## src/rtl/mmio_timer_bank_pkg.sv

```systemverilog
// Shared definitions for the MMIO timer bank: register offsets, prescaler
// select encoding and the channel control register layout.
package timer_defs;

  localparam logic [2:0] OFF_CTRL      = 3'd0;
  localparam logic [2:0] OFF_RELOAD_LO = 3'd1;
  localparam logic [2:0] OFF_RELOAD_HI = 3'd2;
  localparam logic [2:0] OFF_COUNT_LO  = 3'd3;
  localparam logic [2:0] OFF_COUNT_HI  = 3'd4;

  localparam logic [5:0] ADDR_PEND = 6'h3E;
  localparam logic [5:0] ADDR_IEN  = 6'h3F;

  localparam logic [7:0] RD_UNMAPPED    = 8'hFF;
  localparam logic [7:0] CTRL_RW_MASK   = 8'h0F;
  localparam int         CTRL_FORCE_BIT = 7;

  typedef enum logic [1:0] {
    PSEL_DIV1   = 2'd0,
    PSEL_DIV16  = 2'd1,
    PSEL_DIV64  = 2'd2,
    PSEL_DIV256 = 2'd3
  } psel_e;

  // Force-reload is write-only, so the stored copy of that bit is always 0.
  typedef struct packed {
    logic       force_reload;
    logic [2:0] rsvd;
    psel_e      psel;
    logic       oneshot;
    logic       en;
  } ctrl_s;

endpackage

```

## src/rtl/mmio_timer_bank_channel.sv

```systemverilog
// One down-counting timer channel: control, reload, count, and the high-byte
// shadow that makes a COUNT_LO-then-COUNT_HI read atomic.
module timer_channel_m
  import timer_defs::*;
#(
  parameter int CNT_W = 16
) (
  input  logic       clk_4mhz,
  input  logic       rst,
  input  logic [3:0] ticks,
  input  logic       wr,
  input  logic       rd,
  input  logic [2:0] off,
  input  logic [7:0] wdata,
  output logic [7:0] rd_byte,
  output logic       expire
);

  ctrl_s            ctrl;
  ctrl_s            wr_ctrl;
  logic [CNT_W-1:0] count;
  logic [CNT_W-1:0] reload;
  logic [7:0]       shadow;
  logic [15:0]      count_ext;
  logic [15:0]      reload_ext;
  logic [15:0]      reload_wr;
  logic             ctrl_wr;
  logic             reload_wr_en;
  logic             load_on_write;
  logic             tick;

  assign wr_ctrl       = ctrl_s'(wdata & CTRL_RW_MASK);
  assign ctrl_wr       = wr && (off == OFF_CTRL);
  assign reload_wr_en  = wr && ((off == OFF_RELOAD_LO) || (off == OFF_RELOAD_HI));
  assign load_on_write = (wr_ctrl.en && !ctrl.en) || wdata[CTRL_FORCE_BIT];
  assign tick          = ticks[ctrl.psel];
  assign count_ext     = 16'(count);
  assign reload_ext    = 16'(reload);

  // A CTRL write swallows a coincident tick, so it also suppresses expiry.
  assign expire = !rst && !ctrl_wr && tick && ctrl.en && (count == '0);

  always_comb begin
    reload_wr = reload_ext;
    if (off == OFF_RELOAD_LO) reload_wr[7:0] = wdata;
    else                      reload_wr[15:8] = wdata;
  end

  always_ff @(posedge clk_4mhz) begin
    if (rst) begin
      ctrl   <= '0;
      count  <= '0;
      reload <= '0;
      shadow <= '0;
    end else begin
      if (ctrl_wr) begin
        ctrl <= wr_ctrl;
        if (load_on_write) count <= reload;
      end else if (tick && ctrl.en) begin
        if (count == '0) begin
          count <= reload;
          if (ctrl.oneshot) ctrl.en <= 1'b0;
        end else begin
          count <= count - CNT_W'(1);
        end
      end
      // Bits of RELOAD_HI beyond CNT_W fall away in the truncation.
      if (reload_wr_en) reload <= reload_wr[CNT_W-1:0];
      if (rd && (off == OFF_COUNT_LO)) shadow <= count_ext[15:8];
    end
  end

  always_comb begin
    rd_byte = RD_UNMAPPED;
    case (off)
      OFF_CTRL:      rd_byte = 8'(ctrl);
      OFF_RELOAD_LO: rd_byte = reload_ext[7:0];
      OFF_RELOAD_HI: rd_byte = reload_ext[15:8];
      OFF_COUNT_LO:  rd_byte = count_ext[7:0];
      OFF_COUNT_HI:  rd_byte = shadow;
      default:       rd_byte = RD_UNMAPPED;
    endcase
  end

endmodule

```

## src/rtl/mmio_timer_bank.sv

```systemverilog
// Bank of N_CH down-counting timers behind an 8-bit MMIO port, with a shared
// prescaler, pending/enable interrupt registers and a registered read mux.
module mmio_timer_bank
  import timer_defs::*;
#(
  parameter int N_CH  = 4,
  parameter int CNT_W = 16
) (
  input  logic            clk_4mhz,
  input  logic            rst,
  input  logic [5:0]      addr,
  input  logic [7:0]      wdata,
  input  logic            we,
  input  logic            re,
  output logic [7:0]      rdata,
  output logic            irq,
  output logic [N_CH-1:0] expire
);

  logic [7:0]      prescaler;
  logic [3:0]      ticks;
  logic [N_CH-1:0] pend;
  logic [N_CH-1:0] ien;
  logic [N_CH-1:0] pend_clr;
  logic [N_CH-1:0] chan_hit;
  logic [7:0]      rd_bytes [N_CH];
  logic [7:0]      rd_next;

  always_ff @(posedge clk_4mhz) begin
    if (rst) prescaler <= '0;
    else     prescaler <= prescaler + 8'd1;
  end

  assign ticks = {prescaler == 8'd0, prescaler[5:0] == 6'd0, prescaler[3:0] == 4'd0, 1'b1};

  for (genvar c = 0; c < N_CH; c++) begin : g_ch
    assign chan_hit[c] = (addr[5:3] == 3'(c)) && (addr[2:0] <= OFF_COUNT_HI);

    timer_channel_m #(.CNT_W(CNT_W)) u_ch (
      .clk_4mhz (clk_4mhz),
      .rst      (rst),
      .ticks    (ticks),
      .wr       (we && chan_hit[c]),
      .rd       (re && chan_hit[c]),
      .off      (addr[2:0]),
      .wdata    (wdata),
      .rd_byte  (rd_bytes[c]),
      .expire   (expire[c])
    );
  end

  // A new expiry outranks a same-cycle W1C of that bit.
  assign pend_clr = (we && (addr == ADDR_PEND)) ? wdata[N_CH-1:0] : '0;

  always_ff @(posedge clk_4mhz) begin
    if (rst) begin
      pend <= '0;
      ien  <= '0;
    end else begin
      pend <= (pend & ~pend_clr) | expire;
      if (we && (addr == ADDR_IEN)) ien <= wdata[N_CH-1:0];
    end
  end

  assign irq = |(pend & ien);

  always_comb begin
    rd_next = RD_UNMAPPED;
    if (addr == ADDR_PEND)     rd_next = 8'(pend);
    else if (addr == ADDR_IEN) rd_next = 8'(ien);
    else begin
      for (int c = 0; c < N_CH; c++) begin
        if (chan_hit[c]) rd_next = rd_bytes[c];
      end
    end
  end

  always_ff @(posedge clk_4mhz) begin
    if (rst)     rdata <= RD_UNMAPPED;
    else if (re) rdata <= rd_next;
  end

endmodule

```

## config.mk

```make
export PLATFORM = sky130hd
export DESIGN_NAME = mmio_timer_bank
export DESIGN_NICKNAME = d
export VERILOG_FILES = /design/src/rtl/mmio_timer_bank_pkg.sv /design/src/rtl/mmio_timer_bank_channel.sv /design/src/rtl/mmio_timer_bank.sv
export SDC_FILE = /design/constraint.sdc
export NUM_CORES = 1
export LEC_CHECK = 0
export BUFFER_PORTS_ARGS = -buffer_cell sky130_fd_sc_hd__buf_2
export CORE_MARGIN = 2
export CORE_UTILIZATION = 50
export CTS_CLUSTER_DIAMETER = 60
export DETAILED_ROUTE_END_ITERATION = 10
export HOLD_SLACK_MARGIN = 0.06
export PLACE_DENSITY = 0.67
export SETUP_SLACK_MARGIN = 0.5
export SYNTH_ARGS = -nofsm -noshare
export SYNTH_HDL_FRONTEND = slang
export SYNTH_SLANG_ARGS = --single-unit
```

## constraint.sdc

```tcl
create_clock -name clk_4mhz -period 5.6 [get_ports clk_4mhz]
set_input_delay 1.12 -clock clk_4mhz [delete_from_list [all_inputs] [get_ports clk_4mhz]]
set_output_delay 1.12 -clock clk_4mhz [all_outputs]
set_load 0.005 [all_outputs]
```

# After elaboration in Yosys (flattened, before gate mapping)
# Index checks and enable logic that the tools add are counted.
[classes] addsub=5 mul=0 div=0 n_lt_le_gt_ge=5 n_eq_ne=13 shifts=0 mux=51 bitwise_logic=5 reduce_logical=102
[op_table] cell="$mux 16" n=16
[op_table] cell="$pmux 8 s5" n=4
[op_table] cell="$logic_not 16->1" n=4
[op_table] cell="$sub 16x1->16 const B" n=4
[op_table] cell="$logic_and 1x1->1" n=50
[op_table] cell="$mux 8" n=6
[op_table] cell="$reduce_and 2->1" n=12
[op_table] cell="$reduce_bool 2->1" n=12
[op_table] cell="$mux 1" n=20
[op_table] cell="$eq 3x2->1 const B" n=4
[op_table] cell="$eq 6x6->1 const B" n=2
[op_table] cell="$lt 2x3->1 const B" n=4
[op_table] cell="$reduce_and 3->1" n=4
[op_table] cell="$logic_not 1->1" n=9
[op_table] cell="$add 8x1->8 const B" n=1
[op_table] cell="$and 4x4->4" n=2
[op_table] cell="$bmux 1 s2" n=4
[op_table] cell="$logic_not 8->1" n=1
[op_table] cell="$ne 2x2->1 const B" n=4
[op_table] cell="$eq 3x1->1 const B" n=2
[op_table] cell="$logic_not 3->1" n=2
[op_table] cell="$logic_not 6->1" n=1
[op_table] cell="$logic_or 1x1->1" n=5
[op_table] cell="$logic_not 4->1" n=1
[op_table] cell="other kinds (7)" n=7
[word_totals] reg_bits=200 latch_bits=0 mem_bits_rw=0 romBits=0 output_inout_bits=13 elab_cells=213 mem_count=0

# Longest topological paths before layout
# Gate-level depths: netlist of run 1.
[depth] depth_word=10 ltp_mapped=9

# Hierarchy
# From an unflattened synthesis of run 1, not the netlist that was laid out.
[unflattened] cells_unflattened=1446 hier_area_um2=11868.9
[modules_own_cells] module="timer_channel_m (g_ch[0].u_ch ...)" instances=2 cells_per_inst=317 area_each_um2=2578.7 seq_area_each_um2=880.8
[modules_own_cells] module="timer_channel_m (g_ch[2].u_ch)" instances=1 cells_per_inst=326 area_each_um2=2671.3 seq_area_each_um2=880.8
[modules_own_cells] module="timer_channel_m (g_ch[3].u_ch)" instances=1 cells_per_inst=324 area_each_um2=2638.8 seq_area_each_um2=880.8
[modules_own_cells] module="mmio_timer_bank" instances=1 cells_per_inst=162 area_each_um2=1401.3 seq_area_each_um2=480.5

# Least setup slack after synthesis of run 1
# OpenSTA, ideal clock, no wires.
[synth_timing] path_kind="input to output" start="input addr[2]" end="output expire[1]" arrival_time_ps=2579 setup_slack_ps=1901 cell_stages=8 path_buffers=4 cell_sequence="or4b_1 buf_2 or2_1 buf_2 buf_2 nand4_1 nor3_1 buf_4"
[synth_between] elab_chain_cells=9 elab_cells_between_ends=10
[synth_rtl] element="from (decl)" line_no="mmio_timer_bank.sv:11" text="input logic [5:0] addr,"
[synth_rtl] element="$le 3x3->1" line_no="mmio_timer_bank.sv:37" text="assign chan_hit[c] = (addr[5:3] == 3'(c)) && (addr[2:0] <= OFF_COUNT_HI);"
[synth_rtl] element="$logic_and 1x1->1" line_no="mmio_timer_bank.sv:37"
[synth_rtl] element="$logic_and 1x1->1" line_no="mmio_timer_bank.sv:43" text=".wr (we && chan_hit[c]),"
[synth_rtl] element="$logic_and 1x1->1 *" line_no="mmio_timer_bank_channel.sv:33" text="assign ctrl_wr = wr && (off == OFF_CTRL);"
[synth_rtl] element="$logic_not 1->1 *" line_no="mmio_timer_bank_channel.sv:41" text="assign expire = !rst && !ctrl_wr && tick && ctrl.en && (count == '0);"
[synth_rtl] element="$logic_and 1x1->1 * (4 in a row)" line_no="mmio_timer_bank_channel.sv:41"
[synth_rtl] element="to (decl)" line_no="mmio_timer_bank.sv:17" text="output logic [N_CH-1:0] expire"
# Mark *: on every way between the ends. The rest lies on a longest branch, timed or not.

# Worst setup path after layout of run 1
[layout_timing] start="input addr[2]" end="output expire[3]"
# Same word-level chain as after synthesis.

==> run metrics, run 1 <==
status finished clean; TritonCTS clock tree built; Root Buffer clkbuf_16; starting density of the core 0.511; footprint of the multi-input gates 7000 um^2; fin util 0.547; Worst setup endpoint expire[3]; critical path depth in cells 6; Comb pwr share 0.067; Critical-path top delay cell or4b_1; Syn-to-layout area delta 7.01%; GRT Total Usage 0.323; final setup TNS 0 ns; clk sinks 200; initial antenna violation count 1; post-cts resize count 0; CTS Hold Bufs 0; vias in the first global route 10.6k; global route overflow 0; crit path cell chain buf_2 -> or4b_1 -> or3_1 -> nand3_1 -> nor4_1 -> buf_2; die area 24500 um^2; total CTS buffers 17; critical path launch point type primary input; # Max-Cap Violations 0; DRT Wirelength 39.2 mm; leading cell types in the layout, fill and taps excluded dfxtp_1 (200), nand2_1 (194), a21oi_1 (161), nand3_1 (122), nor2_1 (90); Seq/Total Area, Yosys 0.345; first-pass GRT wire length 62.0 mm; worst setup path start addr[2]; Slew headroom 0.190; Post-Syn Area 11600 um^2; HPWL after DPL 26.4 mm; # setup viols final 0; Switch Pwr 0.738 mW; DR pass1 iterations 6; Slew Viols, Final 0; Port-buffer cells 30; Routed Antenna Nets 0; Min-Delay Path Class flop to flop; Critical Path RT 4.48 ns; Worst setup EP type output port; Chip Height 156 um; Synth Flop Type dfxtp_1; Tcrit/Tclk final 0.816; Crit Path Class primary input to output port; nets 1462; Yosys reg bits 200; I/O pin total 31; commonest non-fill, non-tap cell in the layout dfxtp_1; largest net degree at the start of global routing 75; Net Count, Synth 1508; worst skew pair latency 0.45 ns; register area 4000 um^2; Critical Path Most Common Cell buf_2; Crit path max-delay family simple AND/OR/NAND/NOR gates; Cells after Synth 1480; detailed-route wire length per cell 22.6 um; leak pwr 4.21 nW; Clk pwr share 0.450; largest stage delay on the critical path 0.85 ns; worst vdd ir 0.175 mV; Crit Reg-Reg Endpoint g_ch[1].u_ch.count[8]; Synth async-reset ratio 0; Post-synth EDFFs 0; sequential power share 0.483; clock skew 0.0124 ns; P per Cell Area 239 nW/um^2; reg2reg start g_ch[1].u_ch.count[6]; RSZ-0062 raised after global routing no; Synth cell types 84; Initial DRC Count 1433; Final Hold Fails 0; setup bufs post-CTS 0; WP buf/inv 2; max layer used met4; Peak Freq 0.219 GHz; share of cells above drive strength 1 0.107; worst-margin pin slew 1.20 ns; sw frac 0.248; met2 WL 17.6 mm; metal3 WL 3.52 mm; CTS H-tree lvls 4; Data arrival, critical path 3.45 ns; # fillers 2157; peak fanout along the critical path 38; Cell Rows 55; Max clock buf depth 2; die width 156 um; fin crit period 4.57 ns; GP Congestion 0.936; Clock Pin Slew Worst Setup and Hold Paths 0.07 ns; Mean Syn Cell Area 7.84 um^2; reg2reg setup slack 2.30 ns; Core ar. 22700 um^2; FF-to-FF path depth 5; drc violations 0; Vias 11.7k; Synth warnings 0; M1 WL 16.8 mm; vias per std cell 6.74; internal power 2.24 mW
[cell families (layout without fill, tap and decap cells)]
| group | Yosys count | after routing | share of synthesized area |
|---|---|---|---|
| AO/OA/AOI/OAI | 439 | 439 | 0.251 |
| adder cells (fa/ha/maj) | 10 | 10 | 0.0108 |
| AND/OR/NAND/NOR | 596 | 596 | 0.255 |
| other | 0 | 1 | 0 |
| XOR/XNOR | 6 | 6 | 0.00453 |
| multiplexers | 81 | 81 | 0.0789 |
| buffers and inverters | 148 | 112 | 0.0542 |
| flip-flops | 200 | 200 | 0.345 |
[power groups by stage]
stage                     clock, mW  combinational, mW  sequential, mW
after floorplan                   0              0.122            1.47
after global placement            0              0.191            1.47
after detailed placement          0              0.193            1.47
after CTS                      1.35              0.193            1.44
after global routing           1.40              0.210            1.44
final                          1.34              0.198            1.44
[per-stage QoR]
step	worst slack, ns	hold slack [ns]	instances	cell area [um^2]	power (mW)
final	1.03	0.461	1730	12400	2.98
after global routing	0.881	0.485	1730	12400	3.05
after CTS	1.06	0.461	1729	12400	2.98
after detailed placement	1.08	0.447	1700	11800	1.66
after global placement	1.14	0.439	1700	11800	1.66
after floorplan	1.90	0.426	1480	11600	1.59
[worst reg2reg max path: stages (launching register included)]
cell and delay, ns:
dfxtp_1 0.40, nor4_2 0.60, nand4_1 0.68, nor4_1 1.13
o21ai_0 0.21, a31oi_1 0.21
[registers in the layout, indices dropped and copies added, names as in the netlist]
register	flops
g_ch.u_ch.reload	64
pend	4
ien	4
prescaler	8
g_ch.u_ch.count	64
rdata	8
g_ch.u_ch.ctrl	16
g_ch.u_ch.shadow	32
[routing by layer]
metal	vias to the layer above	GRT usage
met4	0	0.107
li1	5432	-
met3	72	0.0534
met1	5577	0.458
met5	-	0
met2	571	0.499
[worst min path at each step]
stage               slack, ns  cells past startpoint                    from                     end
floorplan                0.43                      1            prescaler[0]            prescaler[0]
global placement         0.44                      1            prescaler[0]            prescaler[0]
detailed placement       0.45                      1            prescaler[0]            prescaler[0]
CTS                      0.46                      2  g_ch[1].u_ch.shadow[5]  g_ch[1].u_ch.shadow[5]
global route             0.49                      2  g_ch[1].u_ch.shadow[0]  g_ch[1].u_ch.shadow[0]
finish                   0.46                      2  g_ch[1].u_ch.shadow[0]  g_ch[1].u_ch.shadow[0]
[synthesized netlist by cell type (5+ instances only)]
| cell type | number | share of area |
|---|---|---|
| dfxtp_1 | 200 | 0.34 |
| nand2_1 | 194 | 0.063 |
| a21oi_1 | 161 | 0.069 |
| nand3_1 | 122 | 0.053 |
| nor2_1 | 93 | 0.030 |
| clkbuf_1 | 82 | 0.027 |
| mux2i_1 | 51 | 0.044 |
| o21ai_0 | 45 | 0.019 |
| nor3_1 | 37 | 0.016 |
| o211ai_1 | 37 | 0.024 |
| a22oi_1 | 32 | 0.021 |
| nor4_1 | 29 | 0.016 |
| buf_2 | 28 | 0.012 |
| inv_1 | 25 | 0.0081 |
| o32ai_1 | 25 | 0.019 |
| mux2_2 | 24 | 0.023 |
| nand4_1 | 18 | 0.0097 |
| a31oi_1 | 13 | 0.0070 |
| nor2b_1 | 13 | 0.0070 |
| and3_1 | 12 | 0.0065 |
| a21boi_0 | 11 | 0.0071 |
| or3_1 | 11 | 0.0059 |
| ha_1 | 10 | 0.011 |
| o21a_1 | 9 | 0.0058 |
| a211oi_1 | 8 | 0.0052 |
| o22ai_1 | 8 | 0.0043 |
| a21o_1 | 7 | 0.0045 |
| nor3b_1 | 7 | 0.0045 |
| o221ai_1 | 7 | 0.0053 |
| a221o_1 | 6 | 0.0052 |
| buf_4 | 6 | 0.0039 |
| mux4_2 | 6 | 0.012 |
| nand2b_1 | 6 | 0.0032 |
| nand4b_1 | 6 | 0.0045 |
| o211a_1 | 6 | 0.0052 |
| o21ai_1 | 6 | 0.0026 |
| or3b_2 | 6 | 0.0045 |
| a2111oi_0 | 5 | 0.0038 |
| a221oi_1 | 5 | 0.0038 |
| a31o_2 | 5 | 0.0038 |
| o2bb2ai_1 | 5 | 0.0038 |
| o311ai_0 | 5 | 0.0038 |
| or4_1 | 5 | 0.0032 |
[final cells by class]
type / instances / area share
diodes: 1 / 0.000201
clock buffers: 19 / 0.0357
clock inverters: 10 / 0.0135
inverters: 27 / 0.00816
multi-input cells: 1132 / 0.563
flip-flops and latches: 200 / 0.322
well taps: 285 / 0.0287
repair buffers: 56 / 0.0283
Note: power is estimated with default switching activity, not from simulation.
==> inputs of run 2 (changes only) <==
PLACE_DENSITY = 0.7   (was 0.67)
clock period = 4 ns   (was 5.6 ns; I/O delays follow)
==> run metrics, run 2 (synthesis gave the netlist of run 1 again) <==
status finished clean; drc violations 0 (unchanged); global route overflow 0 (unchanged); Finished Layout Cells 1750 (+1.2%); Syn-to-layout area delta 8.26%; first-pass GRT wire length 62.0 mm (about the same); DR pass1 iterations 6 (unchanged); leak pwr 4.29 nW (+2.0%); Tcrit/Tclk final 0.850; GRT Total Usage 0.323 (+0.000706); Initial DRC Count 1616 (+13%); Port-buffer cells 30 (unchanged); worst-margin pin slew 1.19 ns (-0.0117 ns); start point of the worst hold path g_ch[1].u_ch.shadow[3]; clock skew 0.0133 ns (+0.000896 ns); Largest regs g_ch.u_ch.count x64, g_ch.u_ch.reload x64, g_ch.u_ch.shadow x32; # Max-Cap Violations 0 (unchanged); P per Cell Area 327 nW/um^2 (+36%); Slew Viols, Final 0 (unchanged); worst skew pair latency 0.45 ns (about the same); Root Buffer clkbuf_16; nets 1481 (+1.3%); DRT Wirelength 39.6 mm (+1.1%); clk sinks 200 (unchanged); Worst setup EP type output port; CTS H-tree lvls 4 (unchanged); RSZ-0062 raised after global routing yes; Clock Pin Slew Worst Setup and Hold Paths 0.07 ns (about the same); share of cells above drive strength 1 0.121 (+0.0142); Core ar. 22700 um^2 (unchanged); I/O pin total 31 (unchanged); fin crit period 3.40 ns; initial antenna violation count 0 (-1); total CTS buffers 17 (unchanged); peak fanout along the critical path 8 (-79%); ANT cells 0 (-1); detailed-route wire length per cell 22.6 um (about the same); leading cell types in the layout, fill and taps excluded dfxtp_1 (200), nand2_1 (194), a21oi_1 (161), nand3_1 (121), nor2_1 (90); Final Hold Fails 0 (unchanged); worst vdd ir 0.284 mV (+62%); GP Congestion 0.934 (-0.21%); # fillers 2157 (unchanged); die width 156 um (unchanged); Peak Freq 0.294 GHz; starting density of the core 0.511 (unchanged); CTS Hold Bufs 0 (unchanged); reg2reg start prescaler[0]; largest net degree at the start of global routing 48 (-36%); Cell Rows 55 (unchanged); Vias 11.9k (+2.3%); Critical Path RT 3.20 ns (-1.28 ns); Data arrival, critical path 2.60 ns (-0.85 ns); vias in the first global route 10.9k (+2.5%); Routed Antenna Nets 0 (unchanged); Max clock buf depth 2 (unchanged); HPWL after DPL 27.2 mm (+2.9%); commonest non-fill, non-tap cell in the layout dfxtp_1; Min-Delay Path Class flop to flop; Chip Height 156 um (unchanged); die area 24500 um^2 (unchanged); final hold slack 0.458 ns (-0.00217 ns); final setup TNS 0 ns (unchanged); Crit Path Class primary input to output port; TritonCTS clock tree built; # setup viols final 0 (unchanged); worst setup path start we; vias per std cell 6.81 (+1.2%); critical path launch point type primary input; total power 4.11 mW (+38%); placed insts 1718 (+1.1%); Slew headroom 0.203 (+0.0127)
-- run 2: area by class of cell --
class	count	area [um^2]	share of cell area
clock buffers	21	450	0.0358
multi-input cells	1132	7020	0.558
repair buffers	75	494	0.0393
well taps	285	357	0.0284
clock inverters	10	144	0.0114
flip-flops and latches	200	4000	0.319
inverters	27	101	0.00806
-- run 2: where the power goes --
group          internal [mW]  total (mW)  switching (mW)
logic                 0.0754       0.291           0.216
registers               2.00        2.01          0.0111
clock network           1.00        1.80           0.801
-- run 2: per-stage QoR --
stage / utilization / setup WS [ns] / instance area [um^2]
2_1_floorplan: - / 0.941 / 11600
3_3_place_gp: 0.526 / 0.610 / 11900
3_5_place_dp: 0.526 / 0.522 / 11900
4_1_cts: 0.552 / 0.586 / 12500
5_1_grt: 0.553 / 0.493 / 12600
6_report: 0.553 / 0.598 / 12600
-- run 2: what timing repair did --
action,CTS,global route
endpoints found under the setup margin,1,3
buffers inserted,0,1
pin swaps,0,1
gates resized for setup,1,3
-- run 2: worst max-delay path, cell delays in order --
cell,delay (ns)
buf_2,0.20
nor4b_1,0.86
nand2_1,0.20
and3_1,0.23
nand3_1,0.13
nor2_1,0.05
buf_2,0.13
-- run 2: worst paths after layout --
kind	end	slack, ns	depth (start not counted)
worst max register to register	g_ch[2].u_ch.count[2]	1.12	9
worst min register to register	g_ch[1].u_ch.shadow[3]	0.46	2
worst min-delay path	g_ch[1].u_ch.shadow[3]	0.46	2
worst max-delay path	expire[2]	0.60	7
-- run 2: routing by layer --
metal  share of wire  track usage  routed length (um)
met5               0            0                   0
met4           0.032        0.114                1250
met3            0.10       0.0587                4010
met2            0.45        0.505               17800
met1            0.42        0.449               16600
==> inputs of run 3 (changes only) <==
PLACE_DENSITY = 0.67   (was 0.7)
clock period = 4.4 ns   (was 4 ns; I/O delays follow)
==> run metrics, run 3 (synthesis gave the netlist of run 1 again) <==
share of cells above drive strength 1 0.117 (-0.00378); metal3 WL 3.30 mm (-18%); global route overflow 0 (unchanged); # Max-Cap Violations 0 (unchanged); detailed-route wire length per cell 22.4 um (-1.2%); DRT Wirelength 39.1 mm (-1.4%); post-cts resize count 0 (-1); I/O pin total 31 (unchanged); Syn-to-layout area delta 7.53%; Routed Antenna Nets 0 (unchanged); placed insts 1714 (-0.23%); starting density of the core 0.511 (unchanged); initial antenna violation count 1 (+1); Port-buffer cells 30 (unchanged); worst-margin pin slew 1.24 ns (+0.0479 ns); peak fanout along the critical path 7 (-1); total CTS buffers 17 (unchanged); fin util 0.550 (-0.00369); TritonCTS clock tree built; Max clock buf depth 2 (unchanged); Largest regs g_ch.u_ch.count x64, g_ch.u_ch.reload x64, g_ch.u_ch.shadow x32; Data arrival, critical path 2.77 ns (+0.17 ns); Crit Path Class flop to output port; Min-Delay Path Class flop to flop; Finished Layout Cells 1747 (-0.17%); Vias 11.8k (-1.1%); clock skew 0.0116 ns (-0.00173 ns); leading cell types in the layout, fill and taps excluded dfxtp_1 (200), nand2_1 (194), a21oi_1 (161), nand3_1 (122), nor2_1 (90); final setup TNS 0 ns (unchanged); Tcrit/Tclk final 0.829; commonest non-fill, non-tap cell in the layout dfxtp_1; Initial DRC Count 1155 (-29%); vias per std cell 6.75 (-0.90%); FF-to-FF path depth 5 (-4); RSZ-0062 raised after global routing no; clk sinks 200 (unchanged); fin crit period 3.65 ns; Critical-path top delay cell or3b_1; largest net degree at the start of global routing 76 (+58%); Worst setup EP type output port; Critical Path RT 3.52 ns (+0.32 ns); largest stage delay on the critical path 0.55 ns (-0.31 ns); Slew headroom 0.171 (-0.0320); nets 1476 (-0.34%); Core ar. 22700 um^2 (unchanged); worst vdd ir 0.243 mV (-14%); # setup viols final 0 (unchanged); DR pass1 iterations 5 (-1); CTS Hold Bufs 0 (unchanged); Root Buffer clkbuf_16; leak pwr 4.25 nW (-0.92%); Clock Pin Slew Worst Setup and Hold Paths 0.07 ns (about the same); Cell Rows 55 (unchanged); critical path launch point type flop; footprint of the multi-input gates 7000 um^2 (-0.23%); crit path cell chain inv_1 -> ha_1 -> or3b_1 -> o211a_1 -> nor3_2 -> nand4_1 -> nor2_1 -> buf_2; drc violations 0 (unchanged); GP Congestion 0.941 (+0.81%); vias in the first global route 10.7k (-1.4%); CTS H-tree lvls 4 (unchanged); die area 24500 um^2 (unchanged); setup bufs post-CTS 0 (unchanged); HPWL after DPL 26.9 mm (-1.1%); M1 WL 17.0 mm (+2.9%); Slew Viols, Final 0 (unchanged); status finished clean; Chip Height 156 um (unchanged); GRT Total Usage 0.320 (-0.00364); Final Hold Fails 0 (unchanged); met2 WL 17.3 mm (-2.9%); Peak Freq 0.274 GHz; # fillers 2189 (+1.5%); die width 156 um (unchanged); P per Cell Area 292 nW/um^2 (-11%); register area 4000 um^2 (unchanged); worst skew pair latency 0.46 ns (about the same); hold path cells 2 (unchanged); max layer used met4; first-pass GRT wire length 61.4 mm (-0.92%)
[run 3: final cells by class]
| cell class | count | area share |
|---|---|---|
| tap | 285 | 0.0286 |
| timing repair buffer | 70 | 0.0366 |
| clock buffer | 20 | 0.0358 |
| antenna | 1 | 0.000200 |
| inverter | 27 | 0.00812 |
| clock inverter | 12 | 0.00922 |
| sequential | 200 | 0.321 |
| multi-input combinational | 1132 | 0.561 |
[run 3: critical path: cells and delay by family, from the launching register on]
| kind | cells | cell delay (ns) |
|---|---|---|
| AND/OR/NAND/NOR | 4 | 1.28 |
| AO/OA/AOI/OAI | 1 | 0.36 |
| adder cells (fa/ha/maj) | 1 | 0.15 |
| flip-flops | 1 | 0.34 |
| buffers and inverters | 2 | 0.19 |
[run 3: path summary, 6_finish.rpt]
check | start | endpoint | slack [ns]
setup reg to reg | g_ch[1].u_ch.count[6] | g_ch[1].u_ch.count[8] | 1.37
setup / recovery | prescaler[0] | expire[0] | 0.75
hold / removal | g_ch[1].u_ch.shadow[4] | g_ch[1].u_ch.shadow[4] | 0.46
hold reg to reg | g_ch[1].u_ch.shadow[4] | g_ch[1].u_ch.shadow[4] | 0.46
[run 3: per-layer routing]
metal | track usage | vias up
met3 | 0.0634 | 95
met1 | 0.443 | 5674
li1 | - | 5465
met4 | 0.134 | 0
met5 | 0 | -
met2 | 0.486 | 562
[run 3: per-stage QoR]
stage | setup slack, ns | hold slack, ns | area, um^2 | power, mW
final | 0.754 | 0.459 | 12500 | 3.65
after global routing | 0.625 | 0.477 | 12500 | 3.74
after CTS | 0.664 | 0.458 | 12500 | 3.66
after detailed placement | 0.886 | 0.448 | 11900 | 2.12
after global placement | 0.929 | 0.441 | 11900 | 2.12
after floorplan | 1.18 | 0.426 | 11600 | 2.02
[run 3: power breakdown]
part | internal, mW | switching [mW]
registers | 1.82 | 0.0103
clock network | 0.803 | 0.757
logic | 0.0664 | 0.192
total | 2.69 | 0.959
